==> src/rtl/alu_dispatch.sv <==
// Two-stage decode/issue front end for the 32-bit ALU: stage A holds decoded operands, stage B the captured result.
// Optional BRANCH decode is built when ALU_DISPATCH_BRANCH_EN is defined.
module alu_dispatch #(
  parameter int XLEN  = 32,
  parameter int CNT_W = 16
) (
  input  logic             clk,
  input  logic             rst_n,
  input  logic             in_valid,
  output logic             in_ready,
  input  logic [31:0]      instr,
  input  logic [XLEN-1:0]  rs1_data,
  input  logic [XLEN-1:0]  rs2_data,
  output logic [XLEN-1:0]  alu_in1,
  output logic [XLEN-1:0]  alu_in2,
  output logic [5:0]       alu_op,
  input  logic [XLEN-1:0]  alu_out,
  output logic             res_valid,
  input  logic             res_ready,
  output logic [XLEN-1:0]  res_data,
  output logic [4:0]       res_rd,
  output logic             res_branch,
  output logic             res_illegal,
  output logic [CNT_W-1:0] illegal_cnt
);
  localparam logic [6:0] OPC_OP  = 7'b0110011;
  localparam logic [6:0] OPC_IMM = 7'b0010011;
  localparam logic [6:0] OPC_LUI = 7'b0110111;
  localparam logic [6:0] OPC_BR  = 7'b1100011;
  localparam logic [6:0] F7_ALT  = 7'b0100000;

  localparam logic [5:0] OP_ILL  = 6'd0,  OP_ADD  = 6'd1,  OP_SUB  = 6'd2,  OP_AND = 6'd3;
  localparam logic [5:0] OP_OR   = 6'd4,  OP_XOR  = 6'd5,  OP_SLL  = 6'd6,  OP_SRL = 6'd7;
  localparam logic [5:0] OP_SRA  = 6'd8,  OP_SLT  = 6'd9,  OP_SLTU = 6'd10, OP_EQ  = 6'd11;
  localparam logic [5:0] OP_NE   = 6'd12, OP_SGE  = 6'd13, OP_SGEU = 6'd14, OP_PASS = 6'd15;

  typedef struct packed {
    logic [4:0] rd;
    logic       br;
    logic       ill;
  } side_t;

  logic [6:0]      opc, f7;
  logic [2:0]      f3;
  logic [XLEN-1:0] imm_i, shamt;
  logic [5:0]      base_op;
  logic            unused_rs_fld;

  assign opc   = instr[6:0];
  assign f3    = instr[14:12];
  assign f7    = instr[31:25];
  assign imm_i = {{(XLEN-12){instr[31]}}, instr[31:20]};
  // Shift immediates present only the shift amount, not the funct7 bits of the immediate.
  assign shamt = {{(XLEN-5){1'b0}}, instr[24:20]};
  assign unused_rs_fld = ^instr[19:15];

  always_comb begin
    case (f3)
      3'b000:  base_op = OP_ADD;
      3'b001:  base_op = OP_SLL;
      3'b010:  base_op = OP_SLT;
      3'b011:  base_op = OP_SLTU;
      3'b100:  base_op = OP_XOR;
      3'b101:  base_op = OP_SRL;
      3'b110:  base_op = OP_OR;
      default: base_op = OP_AND;
    endcase
  end

  logic [XLEN-1:0] in1_d, in2_d;
  logic [5:0]      op_d;
  side_t           side_d;

  always_comb begin
    op_d   = OP_ILL;
    in1_d  = '0;
    in2_d  = '0;
    side_d = '0;
    case (opc)
      OPC_OP: begin
        in1_d     = rs1_data;
        in2_d     = rs2_data;
        side_d.rd = instr[11:7];
        if (f7 == 7'b0)                          op_d = base_op;
        else if (f7 == F7_ALT && f3 == 3'b000)   op_d = OP_SUB;
        else if (f7 == F7_ALT && f3 == 3'b101)   op_d = OP_SRA;
      end
      OPC_IMM: begin
        in1_d     = rs1_data;
        in2_d     = imm_i;
        side_d.rd = instr[11:7];
        case (f3)
          3'b001: begin
            in2_d = shamt;
            if (f7 == 7'b0) op_d = OP_SLL;
          end
          3'b101: begin
            in2_d = shamt;
            if (f7 == 7'b0)        op_d = OP_SRL;
            else if (f7 == F7_ALT) op_d = OP_SRA;
          end
          default: op_d = base_op;
        endcase
      end
      OPC_LUI: begin
        in2_d     = {instr[31:12], 12'b0};
        op_d      = OP_PASS;
        side_d.rd = instr[11:7];
      end
`ifdef ALU_DISPATCH_BRANCH_EN
      OPC_BR: begin
        in1_d     = rs1_data;
        in2_d     = rs2_data;
        side_d.br = 1'b1;
        case (f3)
          3'b000:  op_d = OP_EQ;
          3'b001:  op_d = OP_NE;
          3'b100:  op_d = OP_SLT;
          3'b101:  op_d = OP_SGE;
          3'b110:  op_d = OP_SLTU;
          3'b111:  op_d = OP_SGEU;
          default: op_d = OP_ILL;
        endcase
      end
`endif
      default: op_d = OP_ILL;
    endcase
    // Anything that failed to decode goes down as a zeroed illegal bubble.
    if (op_d == OP_ILL) begin
      in1_d      = '0;
      in2_d      = '0;
      side_d     = '0;
      side_d.ill = 1'b1;
    end
  end

  logic            a_valid_q, res_valid_q, b_adv;
  logic [XLEN-1:0] alu_in1_q, alu_in2_q, res_data_q;
  logic [5:0]      alu_op_q;
  side_t           a_side_q, res_side_q;
  logic [CNT_W-1:0] cnt_q;

  assign b_adv    = !res_valid_q || res_ready;
  assign in_ready = !a_valid_q || b_adv;

  always_ff @(posedge clk or negedge rst_n) begin
    if (!rst_n) begin
      a_valid_q <= 1'b0;
      alu_in1_q <= '0;
      alu_in2_q <= '0;
      alu_op_q  <= '0;
      a_side_q  <= '0;
    end else if (in_ready) begin
      a_valid_q <= in_valid;
      if (in_valid) begin
        alu_in1_q <= in1_d;
        alu_in2_q <= in2_d;
        alu_op_q  <= op_d;
        a_side_q  <= side_d;
      end
    end
  end

  always_ff @(posedge clk or negedge rst_n) begin
    if (!rst_n) begin
      res_valid_q <= 1'b0;
      res_data_q  <= '0;
      res_side_q  <= '0;
    end else if (b_adv) begin
      res_valid_q <= a_valid_q;
      if (a_valid_q) begin
        res_data_q <= alu_out;
        res_side_q <= a_side_q;
      end
    end
  end

  always_ff @(posedge clk or negedge rst_n) begin
    if (!rst_n)
      cnt_q <= '0;
    else if (res_valid_q && res_ready && res_side_q.ill && cnt_q != {CNT_W{1'b1}})
      cnt_q <= cnt_q + {{(CNT_W-1){1'b0}}, 1'b1};
  end

  assign alu_in1     = alu_in1_q;
  assign alu_in2     = alu_in2_q;
  assign alu_op      = alu_op_q;
  assign res_valid   = res_valid_q;
  assign res_data    = res_data_q;
  assign res_rd      = res_side_q.rd;
  assign res_branch  = res_side_q.br;
  assign res_illegal = res_side_q.ill;
  assign illegal_cnt = cnt_q;
endmodule

==> config.mk <==
export PLATFORM = sky130hd
export DESIGN_NAME = alu_dispatch
export DESIGN_NICKNAME = d
export VERILOG_FILES = /design/src/rtl/alu_dispatch.sv
export SDC_FILE = /design/constraint.sdc
export NUM_CORES = 1
export LEC_CHECK = 0
export ABC_CLOCK_PERIOD_IN_PS = 3800
export CORE_MARGIN = 2
export CORE_UTILIZATION = 35
export CTS_CLUSTER_DIAMETER = 80
export DETAILED_ROUTE_END_ITERATION = 7
export PLACE_DENSITY = 0.72
export SKIP_CTS_REPAIR_TIMING = 1
export SYNTH_ARGS = -nofsm -noshare
export SYNTH_HDL_FRONTEND = slang
export SYNTH_SLANG_ARGS = --single-unit
==> constraint.sdc <==
create_clock -name clk -period 3.8 [get_ports clk]
set_input_delay 0.76 -clock clk [delete_from_list [all_inputs] [get_ports clk]]
set_output_delay 0.76 -clock clk [all_outputs]
set_load 0.01 [all_outputs]
==> results of run 1 <==
-- area by class of cell --
class	instances	area [um2]
inverters	4	15.0
clock buffers	19	443
well taps	216	270
multi-input cells	353	2280
flip-flops and latches	130	3250
repair buffers	268	2680
clock inverters	13	231
fillers	1312	6780
-- state kept, by name, indices dropped and copies added (netlist names) --
name         flops
res_valid        1
alu_op           4
alu_in2         32
alu_in1         32
a_side_q         6
illegal_cnt     16
a_valid_q        1
res_data        32
res_illegal      1
res_rd           5
-- cells by family after synthesis --
group,after synthesis,share of synthesized area [%]
and+or+nand+nor,167,13.7
DFF,130,56.8
AOI/OAI and AO/OA,122,14.4
muxes,45,8.85
buffers and inverters,45,3.61
xor gates and xnor gates,15,2.30
adders and majority gates,1,0.219
other,1,0.0655
-- per-layer routing --
metal  part of all wire (%)  vias up  routed length (um)  global-route usage [%]
met5                      0        -                   0                       0
met4                    3.1        0                 530                    9.30
met3                    6.8       42                1180                    5.50
met2                     51      231                8850                    34.3
met1                     39     2492                6800                    24.4
li1                       -     2368                   -                       -
-- how the worst min path moves through the flow --
stage,from,endpoint,slack (ns),cells after the start
floorplan,a_side_q[2]$_DFFE_PN0P_,a_side_q[2]$_DFFE_PN0P_,0.45,2
global placement,a_side_q[5]$_DFFE_PN0P_,a_side_q[5]$_DFFE_PN0P_,0.46,2
detailed placement,alu_op[2]$_DFFE_PN0P_,alu_op[2]$_DFFE_PN0P_,0.47,2
CTS,rst_n,illegal_cnt[3]$_DFFE_PN0P_,0.41,1
global route,rst_n,illegal_cnt[6]$_DFFE_PN0P_,0.45,1
finish,rst_n,illegal_cnt[4]$_DFFE_PN0P_,0.37,1
-- per-stage QoR --
stage / area [um2] / power (uW) / cells / worst slack, ns
after detailed placement: 8490 / 2220 / 971 / 0.445
after floorplan: 5730 / 1800 / 528 / 1.40
after global routing: 9170 / 4180 / 1003 / 0.669
final: 9170 / 4040 / 1003 / 0.845
after CTS: 9170 / 4070 / 1003 / 0.905
after global placement: 8490 / 2190 / 971 / 0.661
-- cell usage in the layout (no fill, tap or decap), types with 2 or more instances in the layout --
cell             synthesis  routed
clkdlybuf4s50_1          0     254
buf_12                   0       2
nor2_1                   5       4
buf_4                    3      11
a22o_1                  12      12
nand4_1                  5       5
dfrtp_1                130     130
clkinv_4                 0       2
and4_1                   2       2
a2111oi_4                2       2
clkinv_2                 0       2
nand3_1                 43      43
o31ai_1                 18      18
a22oi_1                  6       6
nor3_1                   3       3
nand2_1                 90      89
clkbuf_16                0      17
nand2b_1                 3       3
mux2_2                  45      45
a221oi_1                11      11
conb_1                   1       3
bufinv_16                0       6
clkinvlp_4               0       2
and2_1                   3       3
xnor2_1                 12      12
o21ai_0                 62      62
nor2b_1                  3       3
xor2_1                   3       3
and3_1                   4       4
inv_1                    4       4
a21oi_1                  4       4
nand3b_1                 3       3
-- power groups by stage --
| stage | Combinational (uW) | Clock, uW | Sequential (uW) |
|---|---|---|---|
| 2_1_floorplan | 192 | 0 | 1600 |
| 3_3_place_gp | 629 | 0 | 1560 |
| 3_5_place_dp | 643 | 0 | 1570 |
| 4_1_cts | 647 | 1880 | 1550 |
| 5_1_grt | 680 | 1940 | 1560 |
| 6_report | 639 | 1850 | 1550 |
==> reports/metrics.yaml, run 1 <==
synthesis:
  synth-seq-cells: 130
  synth_top_area_share_pct: 56.8
  synth-async-reset-ratio_pct: 100
  ys_seq_area_share_pct: 56.8
  synth.most_common_cell: "dfrtp_1"
  synth.area.top_cells: "dfrtp_1 (57%), mux2_2 (8.9%), nand2_1 (5.9%), o21ai_0 (5.4%), nand3_1 (3.8%)"
  synth_edf_count: 0
  syn-cell-area_um2: 5720
  synthFlopType: "dfrtp_1"
  synthDistinctLibCells: 41
  synth_top_cell_by_area: "dfrtp_1"
  ys_top_cells_by_count: "dfrtp_1 (130), nand2_1 (90), o21ai_0 (62)"
  syn_area_per_cell_um2: 10.9
  synth_warnings: 0
  syn_inst: 526
setup_path:
  worstPathBufferInverterCount: 1
  required_ns: 4.10
  critPathMaxStageDelay_ns: 0.66
  endpoint: "alu_in2[19]$_DFFE_PN0P_"
  crit_path_start_kind: "primary input"
  end_kind: "flip-flop"
  arrival_ns: 3.26
  cp.depth: 7
  crit_path_max_fanout: 21
  r2r_end: "illegal_cnt[1]$_DFFE_PN0P_"
  reg2reg_setup_slack_ns: 1.63
  reg2reg_depth: 5
  crit_family: "simple AND/OR/NAND/NOR gates"
  crit_chain: "clkdlybuf4s50_1 -> nor2_1 -> nand4_1 -> nor4_4 -> and2_1 -> a221oi_1 -> o31ai_1"
  critPathLaunch: "instr[3]"
  critPathKind: "in2reg"
  reg2reg_from: "illegal_cnt[7]$_DFFE_PN0P_"
  cp_slowest_cell: "and2_1"
die:
  die_h_um: 132
  core-area_um2: 15900
  die_x_um: 132
  dieArea_um2: 17400
  initial_core_util_pct: 35.9
  ios: 259
  num_rows: 46
timing:
  rsz0062_at_grt: "false"
  tightest_slew_ns: 0.741
  hold_violations: 0
  setup_viol: 0
  fmax_mhz: 338
  finClkSkew_ns: 0.00995
  timing.final.crit_share_pct: 77.8
  setup_tns_ns: 0
  hold_slack_ns: 0.369
  min_period_ns: 2.96
  slew_violations: 0
  slew_headroom_pct: 50.6
power_and_ir_drop:
  p_comb_share_pct: 15.8
  pwr-share-seq_pct: 38.4
  clkPwrFrac_pct: 45.8
  peakVddDrop_v: 0.000301
  p_sw_share_pct: 23.1
  p_leak_uw: 0.00367
  p_sw_uw: 932
  p_int_uw: 3110
  powerDensity_nw_per_um2: 440
routing:
  vias: 5133
  wirelength_um: 17400
  dr.pass1.iters: 4
  ant_nets: 0
  route.detailed.drc: 0
  initialDrtViolationCount: 348
  routed_via_density: 5.12
  wire_per_inst_um: 17.3
clocking:
  cts_max_level: 4
  clockBufferDepth: 2
  cts_tree: "done"
  worstSkewPairLatency_ns: 0.42
  cts_made_buffers: 17
  cts.sinks: 130
  clkSlewWorstSetupHoldPaths_ns: 0.06
  clock-root-buffer: "clkbuf_16"
cells_and_area:
  antenna_cells: 0
  final_layout_size_suffix_gt1_share_pct: 12.5
  finalCoreUtilization_pct: 57.5
  nets: 907
  area_delta_synth_final_pct: 60.1
outcome:
  status: "complete, no violations"
hold_path:
  hp-class: "in2async"
global_routing:
  antenna_found_initial: 0
  grt_max_degree: 81
  grt_pass1_wl_um: 28400
  grt-ovfl-total: 0
  grt_pass1_vias: 5439
  grtUsageTotal_pct: 20.4
placement:
  dp_hpwl_um: 13000
  gp_congestion: 0.885
  port-buffer-count: 255
job:
  maxCapViolCount: 0
Note: power is estimated with default switching activity, not from simulation.
==> run 2, diff against run 1 <==
- ABC_CLOCK_PERIOD_IN_PS: 3800 -> 2900
- clock period: 3.8 -> 2.9 ns (I/O delays scaled with it)
==> reports/metrics.yaml, run 2 (synthesis gave the netlist of run 1 again) <==
timing:
  rsz0062_at_grt: "false"  # unchanged
  setup_viol: 0  # unchanged
  tightest_slew_ns: 0.638  # was 0.741 ns
  timing.final.crit_share_pct: 89.1
  hold_slack_ns: 0.121  # was 0.369 ns
  setup_ws_ns: 0.317  # was 0.845 ns
  finClkSkew_ns: 0.0106  # was 0.00995 ns
  slew_violations: 0  # unchanged
  min_period_ns: 2.58
  hold_violations: 0  # unchanged
  fmax_mhz: 387
  slew_headroom_pct: 57.4  # was 50.6%
die:
  ios: 259  # unchanged
  die_h_um: 132  # unchanged
  die_x_um: 132  # unchanged
  dieArea_um2: 17400  # unchanged
  core-area_um2: 15900  # unchanged
  initial_core_util_pct: 35.9  # unchanged
  num_rows: 46  # unchanged
routing:
  ant_nets: 0  # unchanged
  dr.pass1.iters: 5  # was 4
  routed_via_density: 5.07  # was 5.12
  route.detailed.drc: 0  # unchanged
  vias: 5146  # was 5133
  initialDrtViolationCount: 312  # was 348
  wirelength_um: 17100  # was 17400 um
  wire_per_inst_um: 16.9  # was 17.3 um
setup_path:
  r2r_end: "illegal_cnt[1]$_DFFE_PN0P_"  # unchanged
  reg2reg_setup_slack_ns: 0.73  # was 1.63 ns
  cp_slowest_cell: "clkdlybuf4s50_1"  # was and2_1
  arrival_ns: 2.86  # was 3.26 ns
  crit_chain: "clkdlybuf4s50_1 -> nor4_2 -> nand3b_1 -> a211oi_1 -> a311o_1 -> a2111oi_4 -> buf_4 -> buf_12 -> mux2_2"  # was clkdlybuf4s50_1 -> nor2_1 -> nand4_1 -> nor4_4 -> and2_1 -> a221oi_1 -> o31ai_1
  critPathLaunch: "instr[26]"  # was instr[3]
  cp.depth: 9  # was 7
  crit_path_start_kind: "primary input"  # unchanged
  crit_path_max_fanout: 16  # was 21
  required_ns: 3.18  # was 4.10 ns
  reg2reg_depth: 5  # unchanged
  crit_family: "buffers and inverters"  # was simple AND/OR/NAND/NOR gates
  reg2reg_from: "illegal_cnt[7]$_DFFE_PN0P_"  # unchanged
  worstPathBufferInverterCount: 3  # was 1
  critPathKind: "in2reg"  # unchanged
  critPathMaxStageDelay_ns: 0.46  # was 0.66 ns
  end_kind: "flip-flop"  # unchanged
global_routing:
  grt_pass1_wl_um: 27700  # was 28400 um
  grt_util_met1_pct: 25.1  # was 24.4%
  grt-ovfl-total: 0  # unchanged
  antenna_found_initial: 0  # unchanged
  use_met2_pct: 33.5  # was 34.3%
  busiest_layer: "met2"  # unchanged
  grt_pass1_vias: 5206  # was 5439
  grt_util_met3_pct: 5.31  # was 5.50%
  grt_max_degree: 54  # was 81
  grtUsageTotal_pct: 20.0  # was 20.4%
power_and_ir_drop:
  peakVddDrop_v: 0.000384  # was 0.000301 V
  p_leak_uw: 0.00372  # was 0.00367 uW
  powerDensity_nw_per_um2: 552  # was 440 nW/um2
clocking:
  cts_max_level: 4  # unchanged
  cts.sinks: 130  # unchanged
  worstSkewPairLatency_ns: 0.40  # was 0.42 ns
  clockBufferDepth: 2  # unchanged
  clock-root-buffer: "clkbuf_16"  # unchanged
  cts_tree: "done"  # unchanged
  clkSlewWorstSetupHoldPaths_ns: 0.05  # was 0.06 ns
  cts_made_buffers: 17  # unchanged
outcome:
  status: "complete, no violations"  # unchanged
cells_and_area:
  final_layout_size_suffix_gt1_share_pct: 13.8  # was 12.5%
  design_area_um2: 9240  # was 9170 um2
  finalCoreUtilization_pct: 58.0  # was 57.5%
  antenna_cells: 0  # unchanged
  final_common_cell: "clkdlybuf4s50_1"  # unchanged
  final_cells: 1015  # was 1003
  area_delta_synth_final_pct: 61.5  # was 60.1%
  mostFrequentLayoutCells: "clkdlybuf4s50_1 (254), dfrtp_1 (130), nand2_1 (89), o21ai_0 (62), mux2_2 (45)"  # unchanged
  nets: 919  # was 907
placement:
  dp_slack_ns: -0.0563  # was 0.445 ns
  dpl_cell_area_um2: 8610  # was 8490 um2
  gp_congestion: 0.889  # was 0.885
  place_inst: 983  # was 971
  port-buffer-count: 255  # unchanged
  dp_hpwl_um: 12900  # was 13000 um
job:
  maxCapViolCount: 0  # unchanged
hold_path:
  hp-class: "in2async"  # unchanged
## run 2: worst max-delay path by stage
stage,end,slack [ns]
final,a_side_q[0]$_DFFE_PN0P_,0.32
after global routing,a_side_q[0]$_DFFE_PN0P_,0.22
after CTS,a_side_q[0]$_DFFE_PN0P_,0.37
after detailed placement,a_side_q[0]$_DFFE_PN0P_,-0.06
after global placement,a_side_q[0]$_DFFE_PN0P_,0.02
after floorplan,a_side_q[0]$_DFFE_PN0P_,0.68
## run 2: metal layers
| metal | part of all wire [%] | routed length [um] | up-vias |
|---|---|---|---|
| li1 | - | - | 2396 |
| met1 | 41 | 7040 | 2497 |
| met2 | 50 | 8590 | 230 |
| met3 | 6.6 | 1120 | 23 |
| met4 | 2.2 | 373 | 0 |
| met5 | 0 | 0 | - |
## run 2: report_power, final
group	leakage [uW]	switching (uW)	internal, uW
logic	0.00170	336	504
clock network	0.000304	746	1490
registers	0.00172	90.6	1940
total	0.00372	1170	3930
## run 2: layout make-up
cell class / count / area, um2
clock buffers: 24 / 512
clock inverters: 8 / 123
fillers: 1334 / 6700
inverters: 4 / 15.0
multi-input cells: 353 / 2280
flip-flops and latches: 130 / 3250
well taps: 216 / 270
repair buffers: 280 / 2790
## run 2: through the flow
step	TNS, ns	power [uW]
2_1_floorplan	0	2350
3_3_place_gp	0	2880
3_5_place_dp	-0.0966	2910
4_1_cts	0	5170
5_1_grt	0	5330
6_report	0	5100
==> RTL change 1, RTL diff (settings of run 1) <==
Make the reset (`rst_n`) synchronous in 3 clocked blocks.
--- a/src/rtl/alu_dispatch.sv
+++ b/src/rtl/alu_dispatch.sv
@@ -143,7 +143,7 @@
   assign b_adv    = !res_valid_q || res_ready;
   assign in_ready = !a_valid_q || b_adv;
 
-  always_ff @(posedge clk or negedge rst_n) begin
+  always_ff @(posedge clk) begin
     if (!rst_n) begin
       a_valid_q <= 1'b0;
       alu_in1_q <= '0;
@@ -161,7 +161,7 @@
     end
   end
 
-  always_ff @(posedge clk or negedge rst_n) begin
+  always_ff @(posedge clk) begin
     if (!rst_n) begin
       res_valid_q <= 1'b0;
       res_data_q  <= '0;
@@ -175,7 +175,7 @@
     end
   end
 
-  always_ff @(posedge clk or negedge rst_n) begin
+  always_ff @(posedge clk) begin
     if (!rst_n)
       cnt_q <= '0;
     else if (res_valid_q && res_ready && res_side_q.ill && cnt_q != {CNT_W{1'b1}})
Function: differs if rst_n is asserted again (counterexample within 4 cycles, from zero or initial values and one cycle with rst_n low); with rst_n held inactive, the same outputs for 4 cycles.
==> RTL change 1 against run 1 <==
  * Clock power shrank 23%
  * Final area shrank 4.9%
  * Worst hold slack gained 82 ps
  * Maximum frequency shrank 1.5%
  * Utilization shrank 0.55 points
  * Worst setup slack lost 44 ps
  * Sequential cell count is the same
  * Critical path depth grew 1
  * Area after synthesis shrank 3.7%
  * Die area shrank 3.6%
  * Wire length shrank 4.3%
  * Count of clock-buffer cells in the layout grew 3
  * Power shrank 21%
  * Critical path type unchanged
  * Largest cell class is now multi-input gates
  * Highest routed layer unchanged
==> RTL change 1: results (changes against run 1) <==
Routing
  – Starting DRC count in detailed routing: 242 (was 348)
  – DRC viols: 0 (unchanged)
  – DR pass1 iterations: 4 (unchanged)
  – Avg Vias per Cell: 5.04 (was 5.12)
  – Mean routed wirelength per cell: 16.0 um (was 17.3 um)

Layout
  – Share of layout cells above drive strength 1: 0.110 (was 0.125)
  – Antenna cells: 0 (unchanged)
  – Fillers: 1,346 (was 1,312)
  – Final Net Count: 947 (was 907)

Placement
  – Setup WS pre-CTS: 439 ps (was 445 ps)
  – Final HPWL DP: 12.0 mm (was 13.0 mm)
  – IO Port Bufs: 255 (unchanged)
  – Gpl congestion: 0.871 (was 0.885)

CTS
  – Clk slew on worst S/H paths: 60 ps (about the same)
  – Worst skew pair latency: between 400 and 500 ps
  – TritonCTS Buffers: 17 (unchanged)
  – Root Buffer: clkbuf_16 (unchanged)
  – Clock H-tree levels: 4 (unchanged)
  – Clk buf depth: 2 (unchanged)

Synthesis
  – Synth Area in XOR/XNOR: 0.0207 (was 0.0230)
  – Sequential fraction of the synthesis area: 0.472 (was 0.568)
  – Post-synthesis mux area share: 0.0470 (was 0.0885)
  – Netlist cell types: 51 (was 41)
  – Adder-cell share of the synthesized area: 0.00227 (was 0.00219)
  – Post-synthesis compound-gate area fraction: 0.253 (was 0.144)
  – Largest cells by area after synthesis: dfxtp_1 (47%), nand2_1 (8.2%), a32o_1 (8.0%) (was dfrtp_1 (57%), mux2_2 (8.9%), nand2_1 (5.9%))
  – Share of async-settable or async-resettable flops after synthesis: 0 (was 1.00)
  – Top post-synthesis cells by count: dfxtp_1 (130), nand2_1 (120), a32o_1 (44) (was dfrtp_1 (130), nand2_1 (90), o21ai_0 (62))
  – Synth warn: 0 (unchanged)

Critical path
  – Critical path fanouts, max: 45 (was 21)

Global route
  – Tot GR Track Use: 0.196 (was 0.204)
  – Vias in the first global route: 5,270 (was 5,439)
  – Initial antenna violation count: 0 (unchanged)
  – First-pass GRT wire length: 25.9 mm (was 28.4 mm)
  – Largest net degree at the start of global routing: 58 (was 81)

Timing
  – Hold Vio Cnt, Final: 0 (unchanged)
  – Worst slew pin tran: 765 ps (was 741 ps)
  – Post-Route Skew: 5.19 ps (was 9.95 ps)

Pwr
  – P_leak: 0.00306 uW (was 0.00367 uW)
  – Maximum vdd drop: 258 uV (was 301 uV)

Hold path
  – Hold Crit Class: reg -> reg (was in -> async)

Run status
  – Status: finished clean (unchanged)
## RTL change 1: cell types whose count changed after synthesis, moves of 13 or more
cell / delta
o21ai_0: -48
and2_1: +15
a32o_1: +44
nand2_1: +30
mux2_2: -22
o31ai_2: +20
nand3_1: -33
dfrtp_1: -130
o31ai_1: -13
dfxtp_1: +130
a21oi_1: +18
a21boi_0: +39
## RTL change 1: worst max-delay path, stage by stage
cell and delay, ps:
clkdlybuf4s50_1 460, or4_4 590, o41ai_1 380, o2111ai_1 180
o21a_1 170, nand4b_1 100, buf_4 420, a32o_1 260
## RTL change 1: per-stage QoR
stage	instance area [sq um]	cells
floorplan	5520	581
global placement	8190	1006
detailed placement	8190	1006
CTS	8720	1038
global route	8720	1038
finish	8720	1038
## RTL change 1: final timing paths
check / slack, ps / endpoint / from / cells after the start
hold reg to reg: 450 / alu_in2[17] / alu_in2[17] / 2
setup / recovery: 800 / alu_in1[29] / instr[26] / 8
hold / removal: 450 / alu_in2[17] / alu_in2[17] / 2
setup reg to reg: 1690 / alu_in2[14] / res_valid / 6
## RTL change 1: layout make-up
class,instances,area (sq um),share of cell area
multi-input combinational,396,2680,0.307
timing repair buffer,265,2640,0.302
sequential,130,2600,0.298
clock buffer,22,464,0.0532
tap,211,264,0.0303
clock inverter,10,61.3,0.00703
inverter,4,15.0,0.00172
## RTL change 1: power by group
| part | leakage, uW | switching, uW | total, uW | internal (uW) |
|---|---|---|---|---|
| logic | 0.00175 | 139 | 341 | 202 |
| registers | 0.00105 | 11.3 | 1400 | 1380 |
| clock network | 0.000255 | 573 | 1430 | 860 |
## RTL change 1: routing by layer
layer	wire [um]	vias up	GRT usage
li1	-	2559	-
met1	6860	2441	0.222
met2	8100	210	0.334
met3	1340	24	0.0768
met4	312	0	0.0740
met5	0	-	0
==> RTL change 2, RTL diff (settings of run 1) <==
Without the edit above. The parameter `CNT_W` goes from 16 to 32.
--- a/src/rtl/alu_dispatch.sv
+++ b/src/rtl/alu_dispatch.sv
@@ -2,7 +2,7 @@
 // Optional BRANCH decode is built when ALU_DISPATCH_BRANCH_EN is defined.
 module alu_dispatch #(
   parameter int XLEN  = 32,
-  parameter int CNT_W = 16
+  parameter int CNT_W = 32
 ) (
   input  logic             clk,
   input  logic             rst_n,
Interface: changed (resized illegal_cnt); port bits go from 259 to 275. No check against the original RTL was run, so the function may have changed too.
==> RTL change 2 against run 1 <==
  * Largest cell class unchanged
  * Area after synthesis grew 16%
  * Wire length rose by 10%
  * Sequential power grew 11%
  * Worst hold slack lost 52 ps
  * Maximum frequency grew 2.3%
  * Largest power group is now registers
  * Worst setup slack better by 66 ps
  * Final cell count rose by 11%
  * Final area grew 11%
  * Utilization fell by 3.1 points
  * Sequential cell count grew 16
  * Die area increased by 15%
  * Synthesized cell count is 13% higher
  * Power shrank 1.2%
==> RTL change 2: results (changes against run 1) <==
Synthesis
  – Largest cells by area after synthesis: dfrtp_1 (55%), mux2_2 (6.8%), nand2_1 (6.5%) (was dfrtp_1 (57%), mux2_2 (8.9%), nand2_1 (5.9%))
  – Synth warn: 0 (unchanged)
  – Post-synthesis compound-gate area fraction: 0.141 (was 0.144)
  – Netlist cell types: 49 (was 41)
  – Synth Area in XOR/XNOR: 0.0397 (was 0.0230)
  – Adder-cell share of the synthesized area: 0.00189 (was 0.00219)
  – Top post-synthesis cells by count: dfrtp_1 (146), nand2_1 (114), mux2_2 (40) (was dfrtp_1 (130), nand2_1 (90), o21ai_0 (62))
  – Share of async-settable or async-resettable flops after synthesis: 1.00 (unchanged)
  – Sequential fraction of the synthesis area: 0.552 (was 0.568)
  – Post-synthesis mux area share: 0.0773 (was 0.0885)

Global route
  – Grt met2 use: 0.325 (was 0.343)
  – Met3 usage: 0.0499 (was 0.0550)
  – First-pass GRT wire length: 30.7 mm (was 28.4 mm)
  – Initial antenna violation count: 0 (unchanged)
  – Vias in the first global route: 5,844 (was 5,439)
  – Tot GR Track Use: 0.195 (was 0.204)
  – Largest net degree at the start of global routing: 74 (was 81)
  – M1 GR Usage: 0.246 (was 0.244)

Timing
  – Worst slew pin tran: 820 ps (was 741 ps)
  – Post-Route Skew: 6.99 ps (was 9.95 ps)

Routing
  – Vias: 5,593 (was 5,133)
  – WL final: 19.2 mm (was 17.4 mm)
  – Top routing layer in use: met4 (unchanged)
  – Met3 WL: 1.24 mm (was 1.18 mm)
  – DR pass1 iterations: 4 (unchanged)
  – M1 WL: 8.33 mm (was 6.80 mm)
  – Met2 wire length: 9.19 mm (was 8.85 mm)
  – Starting DRC count in detailed routing: 281 (was 348)

Layout
  – Fillers: 1,669 (was 1,312)
  – Final Net Count: 996 (was 907)
  – Share of layout cells above drive strength 1: 0.145 (was 0.125)
  – Antenna cells: 0 (unchanged)

Placement
  – IO Port Bufs: 271 (was 255)
  – Final HPWL DP: 13.6 mm (was 13.0 mm)
  – Gpl congestion: 0.837 (was 0.885)
  – Setup WS pre-CTS: 536 ps (was 445 ps)

Critical path
  – CP peak stage delay: 600 ps (was 660 ps)
  – Worst Path Arrival: 2130 ps (was 3260 ps)
  – Critical Path Slowest Stage Cell: clkdlybuf4s50_1 (was and2_1)
  – Critical path fanouts, max: 4 (was 21)
  – CP delay by family, top: buffers and inverters (was simple AND/OR/NAND/NOR gates)

CTS
  – Clk slew on worst S/H paths: 60 ps (about the same)
  – Clk buf depth: 2 (unchanged)
  – Root Buffer: clkbuf_16 (unchanged)
  – Worst skew pair latency: 420 ps (about the same)
  – Clock H-tree levels: 4 (unchanged)
  – TritonCTS Buffers: 17 (unchanged)

Pwr
  – P_leak: 0.00410 uW (was 0.00367 uW)
  – Int Pwr: 2990 uW (was 3110 uW)
  – Maximum vdd drop: 294 uV (was 301 uV)

Hold path
  – Hold Crit Class: in -> async (unchanged)

Run status
  – Status: finished clean (unchanged)

Run
  – # Max-Cap Violations: 0 (unchanged)
[RTL change 2: worst paths after layout]
check                      slack, ps       startpoint  cells after the start              end
setup / recovery                 910        res_ready                      3         in_ready
min in group clk                 470      a_side_q[5]                      2      a_side_q[5]
setup reg to reg                1590  illegal_cnt[13]                      6  illegal_cnt[28]
max in group asynchronous       2650            rst_n                      2     res_data[23]
hold / removal                   320            rst_n                      1  illegal_cnt[17]
hold reg to reg                  470      a_side_q[5]                      2      a_side_q[5]
[RTL change 2: power by group through the flow]
stage               Combinational [uW]  Sequential, uW  Clock, uW
CTS                                664            1720       1660
finish                             652            1720       1620
floorplan                          199            1780          0
global placement                   656            1740          0
detailed placement                 662            1750          0
global route                       705            1730       1730
[RTL change 2: layout make-up]
class	count	area, sq um	area share
multi-input combinational	407	2770	0.273
clock buffer	18	429	0.0423
timing repair buffer	286	2840	0.280
sequential	146	3650	0.360
clock inverter	13	135	0.0133
tap	234	293	0.0289
inverter	5	18.8	0.00185
[RTL change 2: logic make-up after synthesis]
group,count (synthesis)
AOI/OAI and AO/OA,116
xor gates and xnor gates,30
adders and majority gates,1
buffers and inverters,45
DFF,146
muxes,46
other,1
and+or+nand+nor,211
[RTL change 2: worst reg2reg max path, cell delays in order (launching register included)]
cell and delay (ps):
dfrtp_1 450, nand4_1 220, nor3_2 420, nand3_1 170
nor4_1 430, nor3b_1 290, xor2_1 160
[RTL change 2: through the flow]
| step | hold slack (ps) | cells | area [sq um] |
|---|---|---|---|
| after global routing | 341 | 1109 | 10100 |
| final | 317 | 1109 | 10100 |
| after floorplan | 446 | 598 | 6630 |
| after CTS | 334 | 1109 | 10100 |
| after global placement | 458 | 1078 | 9580 |
| after detailed placement | 467 | 1078 | 9580 |
